--- src/rtl/seq_det_pkg.sv ---
// Shared constants and helpers for the configurable serial pattern detector.
package seq_det_pkg;

  localparam int MAX_LEN = 8;
  localparam int CNT_W   = 16;
  localparam int LEN_W   = $clog2(MAX_LEN + 1);

  // Limit a requested pattern length to what the history register can hold.
  function automatic int clamp_len(input int len, input int max_len);
    return (len > max_len) ? max_len : len;
  endfunction

endpackage

--- src/rtl/seq_det_window.sv ---
// History shift register, fill counter and length-masked pattern compare.
// The hit output reflects the state the window is about to move into, so a
// detection is flagged on the same edge that consumes the final pattern bit.
module seq_det_window
  import seq_det_pkg::*;
#(
  parameter int MAX_LEN = seq_det_pkg::MAX_LEN,
  parameter int LEN_W   = $clog2(MAX_LEN + 1)
) (
  input  logic               CLK,
  input  logic               rst,
  input  logic               clear,
  input  logic               shift,
  input  logic               inp,
  input  logic               ovl,
  input  logic [MAX_LEN-1:0] pat,
  input  logic [LEN_W-1:0]   len,
  output logic [LEN_W-1:0]   fill,
  output logic               hit
);

  logic [MAX_LEN-1:0] hist;
  logic [MAX_LEN-1:0] hist_nxt;
  logic [MAX_LEN-1:0] mask;
  logic [LEN_W-1:0]   fill_nxt;
  logic               enabled;

  // Post-shift history/fill and the compare limited to the low len bits.
  always_comb begin
    hist_nxt = {hist[MAX_LEN-2:0], inp};
    fill_nxt = (fill < len) ? fill + LEN_W'(1) : len;
    mask     = '0;
    for (int i = 0; i < MAX_LEN; i++) begin
      if (i < int'(len)) mask[i] = 1'b1;
    end
    enabled  = (len >= LEN_W'(2));
    hit      = shift && enabled && (fill_nxt == len) &&
               (((hist_nxt ^ pat) & mask) == '0);
  end

  // Shift on consumed bits; non-overlap detections restart the fill count.
  always_ff @(posedge CLK) begin
    if (rst || clear) begin
      hist <= '0;
      fill <= '0;
    end else if (shift) begin
      hist <= hist_nxt;
      if (hit && !ovl) fill <= '0;
      else             fill <= fill_nxt;
    end
  end

endmodule

--- src/rtl/seq_detect_param.sv ---
// Configurable serial pattern detector: holds configuration, the registered
// match pulse and a saturating match counter around the history window.
module seq_detect_param
  import seq_det_pkg::*;
#(
  parameter int MAX_LEN = seq_det_pkg::MAX_LEN,
  parameter int CNT_W   = seq_det_pkg::CNT_W
) (
  input  logic                         CLK,
  input  logic                         rst,
  input  logic                         inp,
  input  logic                         in_valid,
  input  logic                         cfg_load,
  input  logic [MAX_LEN-1:0]           cfg_pat,
  input  logic [$clog2(MAX_LEN+1)-1:0] cfg_len,
  input  logic                         cfg_overlap,
  output logic                         match,
  output logic [CNT_W-1:0]             match_count,
  output logic [$clog2(MAX_LEN+1)-1:0] fill
);

  localparam int LEN_W = $clog2(MAX_LEN + 1);

  logic [MAX_LEN-1:0] pat_r;
  logic [LEN_W-1:0]   len_r;
  logic               ovl_r;
  logic [LEN_W-1:0]   len_clamped;
  logic               shift;
  logic               hit;

  // A bit arriving together with a configuration load is dropped.
  always_comb begin
    len_clamped = LEN_W'(clamp_len(int'(cfg_len), MAX_LEN));
    shift       = in_valid && !cfg_load;
  end

  seq_det_window #(
    .MAX_LEN (MAX_LEN),
    .LEN_W   (LEN_W)
  ) u_window (
    .CLK   (CLK),
    .rst   (rst),
    .clear (cfg_load),
    .shift (shift),
    .inp   (inp),
    .ovl   (ovl_r),
    .pat   (pat_r),
    .len   (len_r),
    .fill  (fill),
    .hit   (hit)
  );

  // Configuration capture, one-cycle match pulse and saturating counter.
  always_ff @(posedge CLK) begin
    if (rst) begin
      pat_r       <= '0;
      len_r       <= '0;
      ovl_r       <= 1'b1;
      match       <= 1'b0;
      match_count <= '0;
    end else if (cfg_load) begin
      pat_r       <= cfg_pat;
      len_r       <= len_clamped;
      ovl_r       <= cfg_overlap;
      match       <= 1'b0;
      match_count <= '0;
    end else begin
      match <= hit;
      if (hit && (match_count != '1)) match_count <= match_count + CNT_W'(1);
    end
  end

endmodule

--- config.mk ---
export PLATFORM = sky130hd
export DESIGN_NAME = seq_detect_param
export DESIGN_NICKNAME = d
export VERILOG_FILES = /design/src/rtl/seq_det_pkg.sv /design/src/rtl/seq_det_window.sv /design/src/rtl/seq_detect_param.sv
export SDC_FILE = /design/constraint.sdc
export NUM_CORES = 1
export LEC_CHECK = 0
export BUFFER_PORTS_ARGS = -buffer_cell sky130_fd_sc_hd__buf_2
export CELL_PAD_IN_SITES_DETAIL_PLACEMENT = 1
export CELL_PAD_IN_SITES_GLOBAL_PLACEMENT = 2
export CORE_UTILIZATION = 36
export CTS_CLUSTER_SIZE = 12
export DETAILED_ROUTE_END_ITERATION = 8
export HOLD_SLACK_MARGIN = 0.05
export PLACE_DENSITY_LB_ADDON = 0.1
export SLEW_MARGIN = 0
export SYNTH_ARGS = -nofsm -noshare
export SYNTH_HDL_FRONTEND = slang
export SYNTH_SLANG_ARGS = --single-unit
--- constraint.sdc ---
create_clock -name CLK -period 5.68 [get_ports CLK]
set_clock_uncertainty 0.05 [all_clocks]
set_input_delay 0 -clock CLK [delete_from_list [all_inputs] [get_ports CLK]]
set_output_delay 0 -clock CLK [all_outputs]
set_load 0.005 [all_outputs]
## Yosys cells after proc, flatten, opt, wreduce, memory -nomap -nowiden

Cells that the tools add are included.

| word-level totals | value |
|---|---|
| flip-flop bits (word level) | 41 |
| bits in latches | 0 |
| RAM bits | 0 |
| ROM bits | 0 |
| input bits | 18 |
| logic and storage cells | 46 |
| memories | 0 |

| cells by class | value |
|---|---|
| $add $sub $neg | 2 |
| multipliers | 0 |
| div/mod/pow operators | 0 |
| $lt $le $gt $ge | 11 |
| eq/ne operators | 2 |
| shifts and indexed selects | 0 |
| muxes and demuxes | 11 |
| bitwise operators | 2 |
| reductions and logical operators | 11 |

Operators with widths:

| operator | count |
|---|---|
| 16-bit by 1-bit adder with 16-bit output, second input constant | 1 |
| 3-bit by 4-bit < comparator with 1-bit output, first input constant | 4 |
| 16-bit != test, second input constant | 1 |
| 4-bit 2-to-1 mux | 3 |
| 8-bit bitwise AND | 1 |
| 8-bit logical NOT | 1 |
| 1-bit by 4-bit < comparator with 1-bit output, first input constant | 2 |
| 2-bit by 4-bit < comparator with 1-bit output, first input constant | 2 |
| 1-bit 2-to-1 mux | 8 |
| 8-bit bitwise XOR | 1 |
| 1-bit logical AND | 6 |
| 4-bit by 1-bit adder with 4-bit output, second input constant | 1 |
| 4-bit equality test | 1 |
| 4-bit by 2-bit greater-or-equal comparator with 1-bit output, second input constant | 1 |
| 4-bit greater-than comparator, second input constant | 1 |
| 4-bit < comparator | 1 |
| 1-bit logical NOT | 2 |
| 2-bit OR reduction | 1 |
| 1-bit logical OR | 1 |

## Longest topological paths before layout

| logic depth | value |
|---|---|
| word-level depth | 7 |
| depth in mapped cells | 10 |
| gate-level depth less buffers | 8 |

## By module

Synthesis repeated with hierarchy kept, for this count alone.

| second synthesis, totals | value |
|---|---|
| cells, all modules | 236 |
| area total of the unflattened synthesis | 2163.3 sq um |

Modules (own cells, without submodules):

| module | times used | cells each | area each (sq um) |
|---|---|---|---|
| seq_detect_param | 1 | 146 | 1360.1 |
| seq_det_window | 1 | 90 | 803.3 |

## Worst setup path after synthesis

No wires, ideal clock.

| path | value |
|---|---|
| path kind | register to register |
| start point | reg u_window.fill[0] |
| end point | reg match_count[11] |
| library setup time | 0.070 ns |
| arrival | 2.198 ns |
| slack | 3.362 ns |
| cell stages (with the launch flop) | 9 |
| path buffers | 1 |
| path through | dfxtp_1 > ha_1 > xor2_1 > nor3_2 > a21oi_2 > buf_6 > or4_4 > or3_1 > a21oi_1 |

| on the way | value |
|---|---|
| longest elaborated chain between the ends | 6 |
| elaborated cells on any way between the ends | 7 |

Ends and longest elaborated chain:

| item | line | text |
|---|---|---|
| start: declaration | seq_det_window.sv:18 | `output logic [LEN_W-1:0] fill,` |
| start signal: assignment | seq_det_window.sv:49 | `else fill <= fill_nxt;` |
| 4-bit by 1-bit adder with 4-bit output or 4-bit < comparator (tied branches) | seq_det_window.sv:31 | `fill_nxt = (fill < len) ? fill + LEN_W'(1) : len;` |
| 4-bit 2-to-1 mux (*) | seq_det_window.sv:31 |  |
| 4-bit equality test (*) | seq_det_window.sv:37 | `hit = shift && enabled && (fill_nxt == len) &&` |
| 1-bit logical AND (*) (2 in series) | seq_det_window.sv:37 |  |
| 1-bit logical AND (*) | seq_detect_param.sv:69 | `if (hit && (match_count != '1)) match_count <= match_count + CNT_W'(1);` |
| end signal: assignment | seq_detect_param.sv:69 |  |
| end: declaration | seq_detect_param.sv:18 | `output logic [CNT_W-1:0] match_count,` |

Every way passes the cells marked *; elsewhere a longest branch is shown, timed or not.
A chain may end at the register's enable or synchronous reset.

## Worst setup path in the final report

| path | value |
|---|---|
| start point | reg len_r[2] |
| end point | reg u_window.fill[0] |

| on the way | value |
|---|---|
| longest elaborated chain between the ends | 7 |
| elaborated cells on any way between the ends | 27 |

Ends and longest elaborated chain:

| item | line | text |
|---|---|---|
| start: declaration | seq_detect_param.sv:25 | `logic [LEN_W-1:0] len_r;` |
| start signal: assignment | seq_detect_param.sv:63 | `len_r <= len_clamped;` |
| 1-bit by 4-bit < comparator with 1-bit output, or another cell as far along | seq_det_window.sv:34 | `if (i < int'(len)) mask[i] = 1'b1;` |
| 1-bit 2-to-1 mux or 4-bit 2-to-1 mux (tied branches) | seq_det_window.sv:34, seq_det_window.sv:31 |  |
| 8-bit bitwise AND or 4-bit equality test (tied branches) | seq_det_window.sv:38, seq_det_window.sv:37 |  |
| 8-bit logical NOT or 1-bit logical AND (tied branches) | seq_det_window.sv:38, seq_det_window.sv:37 |  |
| 1-bit logical AND | seq_det_window.sv:37 |  |
| 1-bit logical AND | seq_det_window.sv:48 | `if (hit && !ovl) fill <= '0;` |
| 4-bit 2-to-1 mux (*) | seq_det_window.sv:48 |  |

Marked as above.

==> results.py <==
metrics = {
    "status": {
        "outcome": "finished clean",
    },
    "synthesis": {
        "syn_nets": 270,
        "yosys_most_used_dff": "dfxtp_1",
        "synth_most_common_cell": "dfxtp_1",
        "synth.largest_area_cell": "dfxtp_1",
        "ys_top_cells_by_area": "dfxtp_1, mux2i_1, xnor2_1",
        "mappedNetlistArea_um2": 2170,
        "ys_ff_latch": 41,
        "avgSynthCellArea_um2": 8.79,
        "synth_common_cells": "dfxtp_1, nor2_1, a21oi_1",
        "synth-async-reset-ratio_pct": 0,
        "netlist_instances": 247,
        "ys_warn_count": 0,
        "ys_types": 49,
        "synth_top_area_share_pct": 37.8,
        "synth-seq-area-share_pct": 37.8,
        "synth_edf_count": 0,
    },
    "cells_and_area": {
        "antenna_cells": 0,
        "fin_cells": 381,
        "drive_gt1_share_pct": 18.4,
        "num-fill-cells": 667,
        "fin_area_um2": 2790,
        "syn2layout_area_growth_pct": 28.6,
        "multi_input_area_um2": 1280,
        "final_core_util_pct": 49.5,
        "register_area_um2": 821,
        "final_nets": 331,
    },
    "pwr": {
        "comb_power_share_pct": 13.6,
        "p_switching_w": 0.000165,
        "internal-power_w": 0.000465,
        "peakVddDrop_v": 0.000141,
        "seq_power_share_pct": 47.6,
        "clkPwrFrac_pct": 38.8,
        "power_density_nw_per_um2": 226,
        "leakagePower_nw": 1.09,
        "sw_frac_of_total_pct": 26.1,
    },
    "hold_path": {
        "hold_class": "in -> reg",
    },
    "floorplanning": {
        "rows": 27,
        "die_h_um": 79.7,
        "die_w_um": 79.7,
        "die_area_um2": 6340,
        "core_um2": 5640,
        "initial_core_util_pct": 38.5,
        "ios": 39,
    },
    "worst_setup_path": {
        "reg2reg_slack_ns": 2.57,
        "ff2ff_path_depth": 8,
        "crit_chain": "inv_1 > ha_1 > or2_2 > a21oi_1 > nor2_1 > o211ai_2 > o31ai_1 > a311oi_1",
        "regToRegEndpoint": "u_window.fill[0]",
        "crit_arrival_ns": 3.27,
        "cp-endpoint": "u_window.fill[0]",
        "crit_type": "reg -> reg",
        "crit_start": "len_r[2]",
        "cp-start-kind": "register",
        "crit_fanout": 34,
        "cp-end-kind": "register",
        "r2r-start": "len_r[2]",
        "cpPeakStageDelay_ns": 0.91,
        "crit_required_ns": 5.84,
        "critPathTopFamily": "compound AO/OA/AOI/OAI gates",
        "crit_cells": 8,
        "worst_path_max_delay_cell": "o211ai_2",
        "critPathBufInv": 1,
    },
    "cts": {
        "cts_htree_levels": 2,
        "path_clk_slew_ns": 0.09,
        "ctsHoldBuffers": 28,
        "cts_buffers": 5,
        "postCtsSetupBuffers": 0,
        "cts_tree": "done",
        "clockBufferDepth": 2,
        "post_cts_resized": 0,
        "insertion_delay_ns": 0.30,
        "clock-root-buffer": "clkbuf_8",
        "clkSinkCount": 41,
    },
    "detailed_routing": {
        "via_per_inst": 5.50,
        "first_iter_violations": 78,
        "routed_wl_mm": 6.17,
        "wl_per_cell_um": 16.2,
        "num_vias": 2097,
        "drtPass1Iterations": 4,
        "ant_nets": 0,
        "drc": 0,
    },
    "timing": {
        "drv_slew": 0,
        "setup_viol": 0,
        "fin_crit_ns": 3.11,
        "whs_ns": 0.0718,
        "period_share_pct": 54.8,
        "setup_tns_ns": 0,
        "slew_headroom_pct": 25.6,
        "tightest_slew_ns": 1.11,
        "max_freq_ghz": 0.321,
        "grt_setup_unrepaired": "no",
        "hold_viol_final": 0,
    },
    "grt": {
        "overflow": 0,
        "grt_pass1_vias": 2130,
        "track_usage_pct": 21.5,
        "grt_max_degree": 35,
        "antenna_found_initial": 0,
        "grt_pass1_wl_mm": 10.5,
    },
    "placed_design": {
        "gp_congestion": 0.730,
        "port_buffers": 38,
        "dp_cells": 345,
        "dpl_cell_area_um2": 2400,
        "place_hpwl_mm": 3.93,
    },
    "job": {
        "drv_cap": 0,
    },
}
## registers in the layout (all words and copies together), names as in the netlist
name	count
u_window.hist	7
pat_r	8
match	1
ovl_r	1
len_r	4
u_window.fill	4
match_count	16
## cells by family (layout without fill, tap and decap cells)
logic type / Yosys count / in the layout / synth area share (%)
flops: 41 / 41 / 37.8
compound gates: 57 / 57 / 17.8
xor+xnor: 13 / 13 / 5.94
mux: 17 / 17 / 7.90
simple gates: 99 / 99 / 24.6
fa+ha+maj: 5 / 5 / 2.88
buf+inv: 15 / 77 / 3.05
## power by group through the flow
| stage | Combinational (W) | Clock [W] | Sequential (W) |
|---|---|---|---|
| after detailed placement | 0.0000684 | 0 | 0.000306 |
| after CTS | 0.0000831 | 0.000252 | 0.000300 |
| after floorplan | 0.0000524 | 0 | 0.000305 |
| final | 0.0000854 | 0.000245 | 0.000300 |
| after global placement | 0.0000678 | 0 | 0.000306 |
| after global routing | 0.0000941 | 0.000266 | 0.000301 |
## area by class of cell
type,instances,share of cell area (%)
repair buffers,66,16.9
clock buffers,5,2.47
clock inverters,3,1.66
multi-input cells,191,46.0
flip-flops and latches,41,29.4
well taps,72,3.23
inverters,3,0.403
## metal layers
layer	GRT usage, %	part of all wire (%)	vias up
met4	6.18	1.4	0
met3	4.00	3.0	8
met2	36.2	49	37
met5	0	0	-
li1	-	-	1033
met1	27.9	47	1019
## layout by cell type, fill, tap and decap left out, types with 3 or more instances in the layout
master         count
o21ai_0           12
dlygate4sd3_1     28
clkbuf_8           5
or3_1             10
and3_1             5
nor3_1             3
a21oi_1           19
o31ai_1            7
inv_1              3
nand4_1            5
nor2_1            24
xnor2_1           11
ha_1               5
o211ai_1           3
buf_2             38
mux2i_1           16
nand2_1           15
nand3_1           12
or4_1              8
dfxtp_1           41
nor2b_1            4
## through the flow
step / setup WS, ns / power [W]
finish: 2.57 / 0.000630
global route: 2.22 / 0.000661
CTS: 2.53 / 0.000635
detailed placement: 2.55 / 0.000375
global placement: 2.75 / 0.000374
floorplan: 3.36 / 0.000357
## worst min-delay path by stage
stage	start	cells after the start	slack, ns	to
after floorplan	rst	1	0.02	len_r[2]
after global placement	cfg_overlap	2	0.18	ovl_r
after detailed placement	cfg_len[0]	3	0.18	len_r[0]
after CTS	in_valid	2	0.06	u_window.fill[1]
after global routing	in_valid	2	0.1	u_window.fill[1]
final	in_valid	2	0.07	u_window.fill[1]
No activity file was read; power rests on OpenSTA's default activity.
